<file path="config.mk">
export PLATFORM = sky130hd
export DESIGN_NAME = reg_writeback_arbiter
export DESIGN_NICKNAME = d
export VERILOG_FILES = /design/src/rtl/reg_wb_pkg.sv /design/src/rtl/reg_wb_fifo.sv /design/src/rtl/reg_writeback_arbiter.sv
export SDC_FILE = /design/constraint.sdc
export NUM_CORES = 1
export LEC_CHECK = 0
export ABC_AREA = 1
export CAP_MARGIN = 40
export CORE_UTILIZATION = 51
export CTS_BUF_LIST = sky130_fd_sc_hd__clkbuf_16
export DETAILED_ROUTE_END_ITERATION = 7
export GPL_ROUTABILITY_DRIVEN = 0
export PLACE_DENSITY_LB_ADDON = 0.08
export SETUP_SLACK_MARGIN = 0.15
export SLEW_MARGIN = 20
export SYNTH_ARGS = -nofsm -noshare
export SYNTH_HDL_FRONTEND = slang
export SYNTH_HIERARCHICAL = 1
export SYNTH_SLANG_ARGS = --single-unit
export TNS_END_PERCENT = 100
</file>
<file path="constraint.sdc">
create_clock -name clock -period 2.9 [get_ports clock]
set_input_delay 0.58 -clock clock [delete_from_list [all_inputs] [get_ports clock]]
set_output_delay 0.58 -clock clock [all_outputs]
set_load 0.05 [all_outputs]
</file>
<file path="src/rtl/reg_wb_pkg.sv">
`default_nettype none
// ============================================================================
// Module   : reg_wb_pkg
// Brief    : Shared widths and load FSM state type for the writeback arbiter.
// Revision : 1.0
// ============================================================================
package reg_wb_pkg;

  localparam int REG_AW  = 4;
  localparam int DATA_W  = 16;
  localparam int NUM_REG = 16;
  localparam int ENTRY_W = REG_AW + DATA_W;

  typedef enum logic [0:0] {
    IDLE      = 1'b0,
    WAIT_RESP = 1'b1
  } ld_state_t;

endpackage
`default_nettype wire

</file>
<file path="src/rtl/reg_wb_fifo.sv">
`default_nettype none
// ============================================================================
// Module   : reg_wb_fifo
// Brief    : Power-of-two depth FIFO holding {rd,data} ALU results in order.
// Revision : 1.0
// ============================================================================
module reg_wb_fifo #(
  parameter int DEPTH = 2,
  parameter int WIDTH = 20
) (
  input  logic             clock,
  input  logic             reset,
  input  logic             push,
  input  logic [WIDTH-1:0] push_data,
  input  logic             pop,
  output logic [WIDTH-1:0] head,
  output logic             empty,
  output logic             full
);

  localparam int              c_PTR_W   = $clog2(DEPTH);
  localparam logic [c_PTR_W:0] c_PTR_ONE = (c_PTR_W + 1)'(1);

  logic [WIDTH-1:0] r_mem [DEPTH];
  logic [c_PTR_W:0] r_wr_ptr;
  logic [c_PTR_W:0] r_rd_ptr;

  // Extra pointer bit distinguishes full from empty when the indices match.
  assign empty = (r_wr_ptr == r_rd_ptr);
  assign full  = (r_wr_ptr[c_PTR_W] != r_rd_ptr[c_PTR_W]) &&
                 (r_wr_ptr[c_PTR_W-1:0] == r_rd_ptr[c_PTR_W-1:0]);
  assign head  = r_mem[r_rd_ptr[c_PTR_W-1:0]];

  always_ff @(posedge clock) begin
    if (reset) begin
      r_wr_ptr <= '0;
      r_rd_ptr <= '0;
    end else begin
      if (push) r_wr_ptr <= r_wr_ptr + c_PTR_ONE;
      if (pop)  r_rd_ptr <= r_rd_ptr + c_PTR_ONE;
    end
  end

  always_ff @(posedge clock) begin
    if (push) r_mem[r_wr_ptr[c_PTR_W-1:0]] <= push_data;
  end

endmodule
`default_nettype wire

</file>
<file path="src/rtl/reg_writeback_arbiter.sv">
`default_nettype none
// ============================================================================
// Module   : reg_writeback_arbiter
// Brief    : Single-port register writeback arbiter between ALU results and one
//            outstanding load; optional WB_BYPASS_EN exposes the next write.
// Revision : 1.0
// ============================================================================
module reg_writeback_arbiter
  import reg_wb_pkg::*;
#(
  parameter int FIFO_DEPTH = 2
) (
  input  logic               clock,
  input  logic               reset,
  input  logic               alu_valid,
  output logic               alu_ready,
  input  logic [REG_AW-1:0]  alu_rd,
  input  logic [DATA_W-1:0]  alu_data,
  input  logic               ld_issue_valid,
  output logic               ld_issue_ready,
  input  logic [REG_AW-1:0]  ld_issue_rd,
  input  logic               ld_resp_valid,
  input  logic [DATA_W-1:0]  ld_resp_data,
  output logic               write,
  output logic [REG_AW-1:0]  rd,
  output logic [DATA_W-1:0]  writedata,
`ifdef WB_BYPASS_EN
  output logic               byp_valid,
  output logic [REG_AW-1:0]  byp_rd,
  output logic [DATA_W-1:0]  byp_data,
`endif
  output logic [NUM_REG-1:0] busy
);

  ld_state_t          r_state;
  logic [REG_AW-1:0]  r_ld_rd;
  logic               r_kill;
  logic [NUM_REG-1:0] r_busy;
  logic               r_write;
  logic [REG_AW-1:0]  r_rd;
  logic [DATA_W-1:0]  r_wdata;

  logic               w_fifo_empty;
  logic               w_fifo_full;
  logic               w_fifo_push;
  logic               w_fifo_pop;
  logic [ENTRY_W-1:0] w_fifo_head;
  logic               w_alu_live;
  logic               w_resp_fire;
  logic               w_resp_write;
  logic               w_kill_hit;
  logic               w_sel_valid;
  logic [REG_AW-1:0]  w_sel_rd;
  logic [DATA_W-1:0]  w_sel_data;

  assign alu_ready      = !w_fifo_full;
  assign ld_issue_ready = (r_state == IDLE);

  // rd 0 results are accepted but never written or buffered.
  assign w_alu_live   = alu_valid && alu_ready && (alu_rd != '0);
  assign w_resp_fire  = (r_state == WAIT_RESP) && ld_resp_valid;
  assign w_resp_write = w_resp_fire && !r_kill && (r_ld_rd != '0);
  assign w_kill_hit   = (r_state == WAIT_RESP) && w_alu_live && (alu_rd == r_ld_rd);
  assign w_fifo_pop   = !w_resp_write && !w_fifo_empty;
  assign w_fifo_push  = w_alu_live && (!w_fifo_empty || w_resp_fire);

  always_comb begin
    w_sel_valid = 1'b0;
    w_sel_rd    = '0;
    w_sel_data  = '0;
    if (w_resp_write) begin
      w_sel_valid = 1'b1;
      w_sel_rd    = r_ld_rd;
      w_sel_data  = ld_resp_data;
    end else if (!w_fifo_empty) begin
      w_sel_valid = 1'b1;
      w_sel_rd    = w_fifo_head[ENTRY_W-1:DATA_W];
      w_sel_data  = w_fifo_head[DATA_W-1:0];
    end else if (w_alu_live && !w_resp_fire) begin
      w_sel_valid = 1'b1;
      w_sel_rd    = alu_rd;
      w_sel_data  = alu_data;
    end
  end

  reg_wb_fifo #(
    .DEPTH (FIFO_DEPTH),
    .WIDTH (ENTRY_W)
  ) u_fifo (
    .clock     (clock),
    .reset     (reset),
    .push      (w_fifo_push),
    .push_data ({alu_rd, alu_data}),
    .pop       (w_fifo_pop),
    .head      (w_fifo_head),
    .empty     (w_fifo_empty),
    .full      (w_fifo_full)
  );

  always_ff @(posedge clock) begin
    if (reset) begin
      r_write <= 1'b0;
      r_rd    <= '0;
      r_wdata <= '0;
    end else begin
      r_write <= w_sel_valid;
      r_rd    <= w_sel_rd;
      r_wdata <= w_sel_data;
    end
  end

  // A younger ALU write to the pending register kills the load's write.
  always_ff @(posedge clock) begin
    if (reset) begin
      r_state <= IDLE;
      r_ld_rd <= '0;
      r_kill  <= 1'b0;
      r_busy  <= '0;
    end else begin
      case (r_state)
        IDLE: begin
          if (ld_issue_valid) begin
            r_state <= WAIT_RESP;
            r_ld_rd <= ld_issue_rd;
            r_kill  <= 1'b0;
            r_busy  <= '0;
            r_busy[ld_issue_rd] <= (ld_issue_rd != '0);
          end
        end
        WAIT_RESP: begin
          if (ld_resp_valid) begin
            r_state <= IDLE;
            r_kill  <= 1'b0;
            r_busy  <= '0;
          end else if (w_kill_hit) begin
            r_kill  <= 1'b1;
            r_busy  <= '0;
          end
        end
        default: r_state <= IDLE;
      endcase
    end
  end

  assign write     = r_write;
  assign rd        = r_rd;
  assign writedata = r_wdata;
  assign busy      = r_busy;

`ifdef WB_BYPASS_EN
  assign byp_valid = w_sel_valid;
  assign byp_rd    = w_sel_rd;
  assign byp_data  = w_sel_data;
`endif

endmodule
`default_nettype wire

</file>
Yosys cells after proc, flatten, opt, wreduce, memory -nomap -nowiden
Memories as Yosys holds them, arrays and structs flattened. A register that Yosys moved wholly into a read port is not among the register bits.
Cells that the tools add are included.
{"block": "classes", "addsub": 2, "n_lt_le_gt_ge": 2, "n_eq_ne": 6, "muxes": 26, "bitwise": 2, "n_reduce_logical": 23}
{"cell": "$mux W16", "count": 6}
{"cell": "$pmux W16 S2", "count": 1}
{"cell": "$and A16 B16 Y16", "count": 1}
{"cell": "$mux W1", "count": 13}
{"cell": "$logic_and A1 B1 Y1", "count": 12}
{"cell": "$mux W4", "count": 3}
{"cell": "$reduce_bool A4 Y1", "count": 3}
{"cell": "$logic_not A1 Y1", "count": 5}
{"cell": "$lt A4 B5 Y1 const B", "count": 1}
{"cell": "$add A2 B1 Y2 const B", "count": 2}
{"cell": "$demux W1 S4", "count": 1}
{"cell": "$eq A4 B4 Y1", "count": 1}
{"cell": "$ge A4 B1 Y1 const B", "count": 1}
{"cell": "$pmux W1 S2", "count": 2}
{"cell": "$reduce_and A2 Y1", "count": 2}
{"cell": "$ne A3 B2 Y1 const B", "count": 1}
{"cell": "$eq A2 B2 Y1", "count": 1}
{"cell": "$ne A2 B2 Y1 const B", "count": 1}
{"cell": "$eq A1 B1 Y1", "count": 1}
{"cell": "$logic_or A1 B1 Y1", "count": 1}
{"cell": "$ne A1 B1 Y1", "count": 1}
{"cell": "$not A1 Y1", "count": 1}
{"block": "totals", "ff_bits": 47, "mem_bits_rw": 40, "n_memories": 1}
{"memory": "u_fifo.r_mem", "words": 2, "width": 20, "rd": 1, "rd_ports_with_merged_regs": 1, "wr": 1, "line": "reg_wb_fifo.sv:24", "rtl": "logic [WIDTH-1:0] r_mem [DEPTH];"}

Longest topological paths before layout
Gate-level depths: netlist of run 1.
{"block": "depth", "depth_word": 10, "depth_mapped": 14}

Cells and area by module
The synthesis of run 1 kept the hierarchy.
{"module": "reg_writeback_arbiter", "n_inst": 1, "cells_per_inst": 327, "area_each_um2": 2199.6}
{"module": "reg_wb_fifo", "n_inst": 1, "cells_per_inst": 144, "area_each_um2": 1709.1}

Worst setup path before layout of run 1
OpenSTA, ideal clock, no wires.
{"block": "synth_timing", "kind": "register -> register", "startpoint": "reg u_fifo.r_wr_ptr[0]", "endpoint": "mem u_fifo.r_mem[0][0], enable pin", "setup_ps": 397, "arrival_ps": 2199, "required_time_ps": 2503, "path_slack_ps": 304, "path_stages_with_launch": 9, "cell_sequence": "dfxtp_1 > nand2_1 > nand2_1 > nor2_1 > inv_1 > nand3_1 > a21oi_1 > inv_1 > nor2_1"}
{"block": "synth_via", "elab_chain_len": 8}
{"element": "from (decl)", "line": "reg_wb_fifo.sv:25", "rtl": "logic [c_PTR_W:0] r_wr_ptr;"}
{"element": "from (signal assigned)", "line": "reg_wb_fifo.sv:39", "rtl": "if (push) r_wr_ptr <= r_wr_ptr + c_PTR_ONE;"}
{"element": "$eq A1 B1 Y1", "line": "reg_wb_fifo.sv:31", "rtl": "(r_wr_ptr[c_PTR_W-1:0] == r_rd_ptr[c_PTR_W-1:0]);"}
{"element": "$logic_and A1 B1 Y1", "line": "reg_wb_fifo.sv:30", "rtl": "assign full = (r_wr_ptr[c_PTR_W] != r_rd_ptr[c_PTR_W]) &&"}
{"element": "net w_fifo_full", "line": "reg_writeback_arbiter.sv:44", "rtl": "logic w_fifo_full;"}
{"element": "$logic_not A1 Y1", "line": "reg_writeback_arbiter.sv:56", "rtl": "assign alu_ready = !w_fifo_full;"}
{"element": "net alu_ready", "line": "reg_writeback_arbiter.sv:16", "rtl": "output logic alu_ready,"}
{"element": "$logic_and A1 B1 Y1 (2 in a row)", "line": "reg_writeback_arbiter.sv:60", "rtl": "assign w_alu_live = alu_valid && alu_ready && (alu_rd != '0);"}
{"element": "$logic_and A1 B1 Y1", "line": "reg_writeback_arbiter.sv:65", "rtl": "assign w_fifo_push = w_alu_live && (!w_fifo_empty || w_resp_fire);"}
{"element": "net w_fifo_push", "line": "reg_writeback_arbiter.sv:45", "rtl": "logic w_fifo_push;"}
{"element": "$mux W1", "line": "reg_wb_fifo.sv:45", "rtl": "if (push) r_mem[r_wr_ptr[c_PTR_W-1:0]] <= push_data;"}
{"element": "$mux W1 (implied by the code)", "line": "reg_wb_fifo.sv:45"}
{"element": "to (decl)", "line": "reg_wb_fifo.sv:24"}
The timed path passes the listed nets, and every way through them passes these cells.

Worst setup path in the final report of run 1
{"block": "layout_timing", "startpoint": "reg u_fifo.r_wr_ptr[0]", "endpoint": "out alu_ready"}
{"block": "layout_via", "elab_chain_len": 3}
{"element": "$eq A1 B1 Y1", "line": "reg_wb_fifo.sv:31"}
{"element": "$logic_and A1 B1 Y1", "line": "reg_wb_fifo.sv:30"}
{"element": "net w_fifo_full", "line": "reg_writeback_arbiter.sv:44"}
{"element": "$logic_not A1 Y1", "line": "reg_writeback_arbiter.sv:56"}
{"element": "to (decl)", "line": "reg_writeback_arbiter.sv:16"}
The timed path passes the listed nets, and every way through them passes these cells.

==> run summary, run 1 <==
The flow ran to the end, and the final reports show no timing, DRC or antenna violations. The H-tree generated during clock tree synthesis spans 3 levels. At the pin with the least slew margin, the transition time is 0.704 ns. The critical path data arrival time came out at 1.91 ns.

The count of standard-cell rows came out at 31. The per-cell via count in the routed design came out at 4.95. The count of cell types in the netlist came out at 28. The hold violation count in the final report came out at 0. The post-detailed-routing wire length is 8.48 mm.

The buffer type at the clock tree root is clkbuf_16. The post-synthesis async set-or-reset flop share came out at 0%. Across all hold checks on the routed design, the worst slack comes to 0.471 ns. Global routing consumed, over all layers together, 22.8% of the routing resources. The data required time of the worst path is 2.32 ns. By count the netlist is led by nand2_1 (126), inv_1 (63), nand3_1 (58). The endpoint identified for the worst register-to-register timing path is rd[0]. The cell area that synthesis handed to floorplanning was 0.00391 mm².

The estimated wirelength of the detail-placed design is 5.70 mm. The share of Yosys cell area claimed by the top area cell type is 30.7%. The worst register-to-register path has a setup slack of 0.97 ns. The mean instance size in the synthesized netlist came out at 8.30 µm².

The quantity of I/O buffers inserted on ports came out at 82. Once placement finished, the instance area stood at 0.00478 mm². The number of nets produced by synthesis is 516. The count of pins on the block boundary is 84.

In this run the critical register-to-register path is launched from u_fifo/r_wr_ptr[0]. The biggest area contributor in the post-synthesis netlist is edfxtp_1. The layout overhead on the synthesized area is 29.2%.

The layout net count is 597. The peak clock frequency supported by timing is 0.401 GHz. The tree built by TritonCTS fans out to 87 sinks. The TritonCTS buffer count is 9.

The post-CTS clock slew at the launch and capture registers of the worst setup and hold paths came out at 0.06 ns. Measured along the y axis, the die boundary spans 89.5 µm. Among all cell types in the netlist, the one instantiated most often is nand2_1. The count of hold buffers inserted by post-cts repair came out at 0. The maximum clock insertion buffer count came out at 2.

VDD sags by at most 0.411 mV. The routed wire length on met3 came out at 463 µm. Setup repair after global routing left no endpoint under its margin.

The number of gates resized after CTS was 0. The via count of the first global-routing pass is 2937. Of all nets on the critical path, the largest fanout is 6. The post-route met1 wirelength came out at 3.73 mm. The number of flip-flops and latches in the synthesized netlist is 87. The count of max-cap constraint violations came out at 0.

The setup fix buffers added after clock tree synthesis came out at 0. The final sum of negative setup slack is 0 ns. The worst relative slew slack came out at 52.9%. The cell count after placement came out at 640. The setup skew after layout came out at 0.00631 ns.

The area inside the core boundary is 0.00733 mm². The most used flip-flop cell after synthesis is dfxtp_1. The number of enable-type register cells in the synthesized netlist is 40.

Yosys attributes the largest share of cell area to edfxtp_1 (31%), dfxtp_1 (24%), nand2_1 (12%). The signal on the critical path passes through nand2_1 > nand2_1 > nor2_1 > inv_1 > clkdlybuf4s50_1. The remaining global-route overflow is 0. The sum of internal, switching and leakage power is 4.56 mW. In the final routed layout, each cell accounts on average for 12.9 µm. The largest net degree at the start of global routing is 41. The final standard cell count with taps included and fillers excluded is 656.

The worst setup path is captured at a primary output. In this run the worst setup path begins at u_fifo/r_wr_ptr[0]. The initial antenna violation count came out at 0. After synthesis, flip-flops and latches occupy 54.8% of the total area. The via total after detailed routing is 3247.

The final instance area is 0.00505 mm². The setup-violating endpoint count in the final report is 0. The number of antenna diodes is 0.

The first-pass GRT wire length came out at 13.6 mm. The final count of pins violating max slew is 0. TritonCTS built the clock tree. The die boundary width came out at 89.5 µm. The static power due to leakage came out at 2.24 nW. The delay of the slowest critical-path stage came out at 0.83 ns. The critical-path cell with the highest stage delay is clkdlybuf4s50_1. The most numerous cell type found on the critical path is nand2_1.

Once detail routing completed, the nets flagged for antenna violations numbered 0. The die covers 0.00802 mm². The power density of the placed cells is 904 mW/mm². The amount of wire on met2 after detailed routing is 4.12 mm. In this run the worst setup path terminates at alu_ready. The worst register-to-register path has a depth of 13. The share of cells above drive strength 1 is 9.16%. The final critical path takes up 86.0% of the cycle. The violation count after the first detailed-routing iteration came out at 124. The gate count of the mapped netlist is 471. The total number of yosys warnings came out at 6. The first detailed-routing pass took 4 iterations.

The clock latency reported for the late side of the worst-skew pair is 0.33 ns. The worst setup path is launched from a register. The path class of the tightest hold or removal check is register to register. The effective utilization at floorplan came out at 53.3%. Routed signal wires occupy layers up through met4. The clock period minus worst slack is 2.49 ns.

The number of remaining DRC errors came out at 0. The critical path start-end classification is register to primary output.
area by class of cell:
type	count	area, µm²
multi-input cells	296	1370
repair buffers	91	888
inverters	67	256
clock buffers	9	225
flip-flops and latches	87	2140
well taps	99	124
fillers	580	2280
clock inverters	7	41.3
critical path: cells and delay by family, from the launching register on:
| kind | cells | cell delay [ns] |
|---|---|---|
| AND/OR/NAND/NOR | 3 | 0.23 |
| buffers and inverters | 2 | 0.92 |
| flip-flops | 1 | 0.43 |
cells in the final DEF (no fill, tap or decap), types with 2 or more instances in the layout:
cell type and n:
dfxtp_1 47, nand3_2 8, clkinv_1 2, edfxtp_1 40, nand2_4 2, clkinvlp_4 2
nor3_1 2, clkbuf_16 9, nand2_2 10, inv_1 64, nor2_1 32, nand2_1 126
nor2_2 3, inv_2 2, a21oi_1 24, nor2_4 2, clkinv_2 2, o21ai_0 23
buf_4 9, nand3_1 58, clkdlybuf4s50_1 82
how the worst min path moves through the flow:
stage	to	cells after the start	start	slack, ns
floorplan	r_kill	2	r_kill	0.47
global placement	busy[7]	2	busy[7]	0.45
detailed placement	busy[15]	2	busy[15]	0.46
CTS	busy[15]	2	busy[15]	0.47
global route	busy[5]	2	busy[5]	0.49
finish	busy[15]	2	busy[15]	0.47
routing by layer:
layer  track usage (%)  vias up
li1                  -     1667
met1              29.1     1472
met2              38.2       94
met3              3.79       14
met4              10.1        0
met5                 0        -
power by group:
part	leakage (nW)	internal [mW]	switching, mW
combinational	1.36	0.593	1.27
clock	0.130	0.572	0.458
sequential	0.752	1.58	0.0966
state kept, by name, summed over array words and instances (netlist names), named ones only:
signal           cells
u_fifo/r_mem        40
writedata           16
busy                15
r_ld_rd              4
rd                   4
u_fifo/r_rd_ptr      2
u_fifo/r_wr_ptr      2
r_kill               1
r_state              1
write                1
cells by family (layout without fill, tap and decap cells):
logic type             after synthesis  after routing  share of synthesized area, %
other                                1              1                        0.0959
AND/OR/NAND/NOR                    246            246                          28.5
AO/OA/AOI/OAI                       49             49                          6.37
buffers and inverters               88            174                          10.2
flip-flops                          87             87                          54.8
stage by stage:
| stage | setup slack, ns | utilization (%) |
|---|---|---|
| 4_1_cts | 0.406 | 68.9 |
| 6_report | 0.406 | 68.9 |
| 2_1_floorplan | 0.304 | - |
| 3_3_place_gp | 0.496 | 65.2 |
| 3_5_place_dp | 0.437 | 65.2 |
| 5_1_grt | 0.323 | 68.9 |
No activity file was read; power rests on OpenSTA's default activity.
==> inputs of run 2 (changes only) <==
--- a/config.mk
+++ b/config.mk
@@ -7,7 +7,7 @@
 export LEC_CHECK = 0
 export ABC_AREA = 1
 export CAP_MARGIN = 40
-export CORE_UTILIZATION = 51
+export CORE_UTILIZATION = 46
 export CTS_BUF_LIST = sky130_fd_sc_hd__clkbuf_16
 export DETAILED_ROUTE_END_ITERATION = 7
 export GPL_ROUTABILITY_DRIVEN = 0
==> constraint.sdc (replaced) <==
create_clock -name clock -period 2.2 [get_ports clock]
set_input_delay 0.44 -clock clock [delete_from_list [all_inputs] [get_ports clock]]
set_output_delay 0.44 -clock clock [all_outputs]
set_load 0.05 [all_outputs]
==> run summary, run 2 (synthesis gave the netlist of run 1 again) <==
The register-to-register path setup slack came out at 0.33 ns (-0.64 ns). The peak clock frequency supported by timing came out at 0.521 GHz. The cell area after placement came out at 0.00491 mm² (+2.6%). The setup fix buffers added after clock tree synthesis came to 0 (unchanged).

STA classifies the critical path startpoint as a register. The hold violation count in the final report is 0 (unchanged). The TritonCTS buffer count came to 9 (unchanged). The layout net count came out at 606 (+1.5%). The first-pass GRT wire length is 14.3 mm (+4.9%). The flip-flop count of the largest register, all copies and words added is 40 (unchanged). The slew of the pin with the lowest slew margin is 0.780 ns (+0.0758 ns). The critical path is of the register to primary output type.

In the layout the commonest cells are nand2_1 (126), clkdlybuf4s50_1 (80), inv_1 (61), nand3_1 (58), dfxtp_1 (47). The CTS sink count came to 87 (unchanged). The via total after detailed routing came out at 3300 (+1.6%). The die boundary width is 94.2 µm (+5.2%). The delay of the slowest critical-path stage is 0.81 ns (-0.02 ns). The final instance area is 0.00522 mm² (+3.5%). The worst relative slew slack came out at 47.9% (-5.0 points). The most critical setup path has its endpoint at busy[7].

The capturing element type of the critical path is a primary output. The initial antenna violation count was 0 (unchanged). The fraction of power consumed by sequential logic came out at 34.4% (-2.3 points).

The critical path data arrival time is 1.48 ns (-0.43 ns). The overall global routing resource usage came to 21.2% (-1.6 points). The post-CTS clock slew at the launch and capture registers of the worst setup and hold paths came out at 0.06 ns (about the same). The count of standard-cell rows came to 33 (+6.5%). The clock tree from TritonCTS is built. The buffer type at the clock tree root is clkbuf_16.

The slowest stage of the critical path is the clkdlybuf4s50_1 cell. In this design, the largest share of critical-path delay is due to buffers and inverters. The data required time of the worst path came to 1.76 ns (-0.56 ns). The relative contribution of combinational cells to total power is 40.7% (about the same).

The final count of pins violating max slew is 0 (unchanged). The number of remaining DRC errors is 0 (unchanged). The combined buffer and inverter count along the critical path is 1 (-1). The maximum resistive drop on vdd was 0.879 mV (+110%). The most common cell after layout, fill and taps aside is nand2_1. The effective utilization at floorplan is 47.6% (-5.7 points). The launching point of the worst reg2reg path is u_fifo/r_wr_ptr[0]. The static power due to leakage is 2.31 nW (+3.1%).

The clock latency reported for the late side of the worst-skew pair is 0.33 ns (about the same). The setup skew after layout came out at 0.00620 ns (-0.000109 ns). The remaining global-route overflow came to 0 (unchanged). The number of routed nets with antenna violations came out at 0 (unchanged).

The power density of the placed cells came out at 1220 mW/mm² (+35%). The count of pins on the block boundary was 84 (unchanged). The total number of cells along the worst setup path came out at 1 (-4). The maximum clock insertion buffer count is 2 (unchanged). The die outline area came out at 0.00887 mm² (+11%). The worst reg2reg path depth came to 8 (-5). The quantity of I/O buffers inserted on ports is 82 (unchanged). The destination of the worst register-to-register timing path is u_fifo/r_mem[1][4]. The setup-violating endpoint count in the final report is 0 (unchanged). The largest fanout on the critical path is 2 (-4). The internal power of the cells is 3.92 mW (+43%). The count of max-cap constraint violations is 0 (unchanged). Setup repair after global routing left no endpoint under its margin. The largest net degree at the start of global routing is 41 (unchanged). Walking the worst path, the cells encountered are clkdlybuf4s50_1. The net switching power is 2.47 mW (+35%). The clock period minus worst slack is 1.92 ns.

The number of antenna diodes is 0 (unchanged). The share of cells above drive strength 1 is 11.0% (+1.8 points). The area inside the core boundary was 0.00822 mm² (+12%). The estimated wirelength of the detail-placed design came to 5.72 mm (+0.45%). The detailed-route wire length per cell came to 12.9 µm (-0.34%). The via count of the first global-routing pass came out at 3112 (+6.0%).

The clock network fraction of total power came out at 25.0% (+2.4 points). The per-cell via count in the routed design was 4.92 (-0.64%). The most critical setup path has its startpoint at busy[7]. The post-detailed-routing wire length came out at 8.64 mm (+1.9%). The violation count after the first detailed-routing iteration came out at 143 (+15%). The switching share of power came out at 38.6% (-1.3 points).

In the finished design, the share of the clock period the worst path needs comes to 87.3%. The final hold slack is 0.464 ns (-0.00677 ns). The height of the die came out at 94.2 µm (+5.2%).

The count of hold buffers inserted by post-cts repair came out at 0 (unchanged). The path class of the tightest hold or removal check is register to register. The number of optimization iterations in the first detailed-route pass came out at 4 (unchanged). The number of H-tree levels came out at 3 (unchanged). The run finished with clean final reports. The startpoint identified for the worst hold timing path is busy[5]. The layout overhead on the synthesized area came out at 33.6%.
run 2: cell count changes in the layout (fill, tap and decap cells not counted), sizes merged:
cell,delta
bufinv,+2
nor2,+1
inv,-2
buf,+9
clkdlybuf4s50,-2
dlygate4sd2,+1
run 2: worst min path at each step:
stage               endpoint  depth (start not counted)  slack [ns]
floorplan             r_kill                          2        0.47
global placement    busy[15]                          2        0.46
detailed placement   busy[5]                          2        0.45
CTS                  busy[5]                          2        0.47
global route        busy[15]                          2        0.49
finish               busy[5]                          2        0.46
run 2: power groups by stage:
stage / clock (mW) / sequential, mW / combinational, mW
global placement: 0 / 2.22 / 2.55
floorplan: 0 / 2.83 / 1.22
global route: 1.69 / 2.24 / 2.85
finish: 1.60 / 2.20 / 2.60
detailed placement: 0 / 2.23 / 2.59
CTS: 1.62 / 2.20 / 2.60
run 2: repair_timing:
action,in CTS,in global routing
cloned,0,1
pin swaps,0,1
endpoints found under the setup margin,1,1
resized for setup,1,0
run 2: per-stage QoR:
step / instances / setup TNS, ns / total power, mW / worst slack (ns) / utilization [%]
3_3_place_gp: 654 / 0 / 4.77 / 0.0314 / 59.7
2_1_floorplan: 471 / 0 / 4.05 / 0.184 / -
5_1_grt: 671 / 0 / 6.77 / 0.192 / 63.6
4_1_cts: 670 / 0 / 6.42 / 0.272 / 63.5
6_report: 671 / 0 / 6.39 / 0.280 / 63.6
3_5_place_dp: 654 / -0.594 / 4.83 / -0.0295 / 59.7
run 2: cell type report:
class                           count  area (µm²)
Tap cell                          105         131
Fill cell                         730        2990
Clock inverter                      7        87.6
Timing Repair Buffer               99         995
Clock buffer                        9         225
Sequential cell                    87        2140
Multi-Input combinational cell    297        1380
Inverter                           67         260
run 2: metal layers:
metal	track usage, %	up-vias	wire length, µm
met3	3.88	11	505
met1	27.5	1493	3990
met4	9.10	0	141
met2	34.6	108	4000
li1	-	1688	-
met5	0	-	0
==> inputs of run 3 (changes only) <==
--- a/config.mk
+++ b/config.mk
@@ -11,6 +11,7 @@
 export CTS_BUF_LIST = sky130_fd_sc_hd__clkbuf_16
 export DETAILED_ROUTE_END_ITERATION = 7
 export GPL_ROUTABILITY_DRIVEN = 0
+export GPL_TIMING_DRIVEN = 0
 export PLACE_DENSITY_LB_ADDON = 0.08
 export SETUP_SLACK_MARGIN = 0.15
 export SLEW_MARGIN = 20
@@ -18,4 +19,4 @@
 export SYNTH_HDL_FRONTEND = slang
 export SYNTH_HIERARCHICAL = 1
 export SYNTH_SLANG_ARGS = --single-unit
-export TNS_END_PERCENT = 100
+export TNS_END_PERCENT = 50
==> run summary, run 3 (synthesis gave the netlist of run 1 again) <==
Setup repair after global routing could not meet its margin everywhere. The share of cells above drive strength 1 is 12.7% (+1.7 points). The path class of the tightest hold or removal check is register to register. In this run the critical register-to-register path is launched from u_fifo/r_wr_ptr[0].

The data required time of the worst path is 2.25 ns (+0.49 ns). The hold-critical path depth is 2 (unchanged). The setup skew after layout came to 0.00617 ns (-0.0000262 ns). The number of routed nets with antenna violations came out at 0 (unchanged). Leaving out fill and tap cells, the most frequent cells in the layout are nand2_1 (125), clkdlybuf4s50_1 (80), inv_1 (62), nand3_1 (58), dfxtp_1 (46). The layout overhead on the synthesized area came out at 34.3%. The detailed-route wire length per cell is 13.4 µm (+4.3%). The per-cell via count in the routed design was 4.93 (+0.26%). The violation count after the first detailed-routing iteration came out at 148 (+3.5%).

The count of hold buffers inserted by post-cts repair was 0 (unchanged). The static power due to leakage is 2.33 nW (+1.2%). The largest fanout on the critical path came out at 10 (+8).

The setup-violating endpoint count in the final report is 0 (unchanged). The TritonCTS buffer count came out at 9 (unchanged). The number of remaining DRC errors is 0 (unchanged). The count of standard-cell rows is 33 (unchanged). The number of optimization iterations in the first detailed-route pass is 4 (unchanged).

The critical path data arrival time came out at 2.06 ns (+0.58 ns). The pre-CTS setup slack is -0.640 ns (-0.611 ns). The initial antenna violation count came out at 0 (unchanged).

The post-CTS clock slew at the launch and capture registers of the worst setup and hold paths is 0.06 ns (about the same). The hold path endpoint is busy[15]. TritonCTS built the clock tree. The part of the cycle the worst path needs came out at 91.4% (+4.1 points). The endpoint identified for the worst register-to-register timing path is u_fifo/r_mem[0][11].

The via total after detailed routing came out at 3358 (+1.8%). The fill cell total of the finished layout came out at 737 (+0.96%). The worst reg2reg path depth is 9 (+1).

The quantity of I/O buffers inserted on ports came out at 82 (unchanged). The final count of pins violating max slew came to 0 (unchanged). The die boundary width is 94.2 µm (unchanged). The combined flip-flop and latch cell area is 0.00215 mm² (+0.18%).

The flip-flop count of the largest register, all copies and words added was 40 (unchanged). The remaining global-route overflow came out at 0 (unchanged). The largest net degree at the start of global routing came to 15 (-63%). The effective utilization at floorplan came out at 47.6% (unchanged). The post-detailed-routing wire length came out at 9.15 mm (+5.8%).

The worst setup path is launched from a primary input. The height of the die came to 94.2 µm (unchanged). The CTS sink count came out at 87 (unchanged).

The number of antenna diodes is 0 (unchanged). The critical path start-end classification is primary input to register. The worst relative slew slack was 62.2% (+14 points). The via count of the first global-routing pass is 3049 (-2.0%). The count of max-cap constraint violations came out at 0 (unchanged).

The estimated wirelength of the detail-placed design came out at 6.12 mm (+6.9%). Clock tree synthesis selected as its root buffer the cell clkbuf_16. The maximum clock insertion buffer count was 2 (unchanged). The final instance area is 0.00525 mm² (+0.50%). The run finished with clean final reports. The clock period minus worst slack is 2.01 ns (+0.0906 ns).

The power density of the placed cells is 1220 mW/mm² (-0.12%). The hold violation count in the final report was 0 (unchanged). The worst path setup slack after routing is 0.190 ns (-0.0906 ns). The first-pass GRT wire length was 14.6 mm (+2.1%).

The maximum resistive drop on vdd was 0.817 mV (-7.1%). The number of H-tree levels was 3 (unchanged). The count of pins on the block boundary was 84 (unchanged). The peak clock frequency supported by timing came to 0.497 GHz (-4.5%). The slew of the pin with the lowest slew margin is 0.567 ns (-0.214 ns). The final design utilization is 63.9% (+0.32 points). The clock latency reported for the late side of the worst-skew pair was 0.33 ns (about the same). The register-to-register path setup slack was 0.26 ns (-0.07 ns). The startpoint identified for the worst hold timing path is busy[15].

The overall global routing resource usage came out at 22.0% (+0.73 points). The die outline area is 0.00887 mm² (unchanged). The area inside the core boundary was 0.00822 mm² (unchanged). The library cell used most frequently in the layout, excluding fill and tap cells, is nand2_1. The capturing element type of the critical path is a register. The layout net count came to 616 (+1.7%). The combined area of the multi-input logic cells is 0.00140 mm² (+1.2%).

The cell area after placement is 0.00487 mm² (-0.69%).
-- run 3: cell types whose count changed in the layout (fill, tap and decap cells not counted), moves of 2 or more --
cell / before / now
buf_4: 14 / 5
clkinv_2: 0 / 3
clkbuf_1: 0 / 2
nor2_2: 3 / 1
nor2_4: 3 / 5
buf_2: 0 / 12
buf_6: 0 / 4
-- run 3: area by class of cell --
cell class | instances | share of cell area, %
Buffer | 21 | 2.81
Timing Repair Buffer | 87 | 16.7
Timing Repair inverter | 1 | 0.143
Multi-Input combinational cell | 297 | 26.6
Tap cell | 105 | 2.50
Sequential cell | 87 | 40.9
Clock buffer | 9 | 4.29
Inverter | 67 | 4.96
Clock inverter | 7 | 1.07
-- run 3: how the worst max path moves through the flow --
stage | startpoint | endpoint | slack [ns] | cells after the start
after floorplan | u_fifo/r_wr_ptr[0] | u_fifo/r_mem[1][0] | 0.08 | 8
after global placement | u_fifo/r_wr_ptr[0] | u_fifo/r_mem[1][13] | -0.56 | 8
after detailed placement | u_fifo/r_wr_ptr[0] | u_fifo/r_mem[1][13] | -0.64 | 8
after CTS | u_fifo/r_wr_ptr[0] | u_fifo/r_mem[0][4] | 0.09 | 7
after global routing | alu_rd[2] | u_fifo/r_mem[0][15] | 0.11 | 8
final | alu_rd[2] | u_fifo/r_mem[0][11] | 0.19 | 8
-- run 3: worst max-delay path: stages --
cell             delay [ns]
clkdlybuf4s50_1        0.58
nor2_1                 0.09
nand2_1                0.10
nand3_1                0.08
a21oi_2                0.23
inv_1                  0.21
nor2_4                 0.16
buf_12                 0.14
-- run 3: metrics by stage --
step / instances / TNS, ns / hold slack [ns] / total power, mW
floorplan: 471 / 0 / 0.468 / 4.05
global placement: 658 / -19.33 / 0.456 / 4.80
detailed placement: 658 / -21.44 / 0.457 / 4.85
CTS: 680 / 0 / 0.471 / 6.41
global route: 681 / 0 / 0.491 / 6.81
finish: 681 / 0 / 0.465 / 6.42
-- run 3: power breakdown --
part	internal, mW	switching [mW]	leakage (nW)
clock	0.861	0.586	0.145
combinational	0.961	1.79	1.43
sequential	2.08	0.137	0.753
-- run 3: routing by layer --
metal / part of all wire [%] / track usage [%]
met3: 6.1 / 2.83
met5: 0 / 0
met1: 45 / 28.5
met4: 2.2 / 10.4
met2: 47 / 36.1
-- run 3: timing repair --
item	in CTS	in global routing
pin swaps	1	1
cloned	2	0
buffers inserted	4	1
endpoints found under the setup margin	44	41
gates resized for setup	10	5
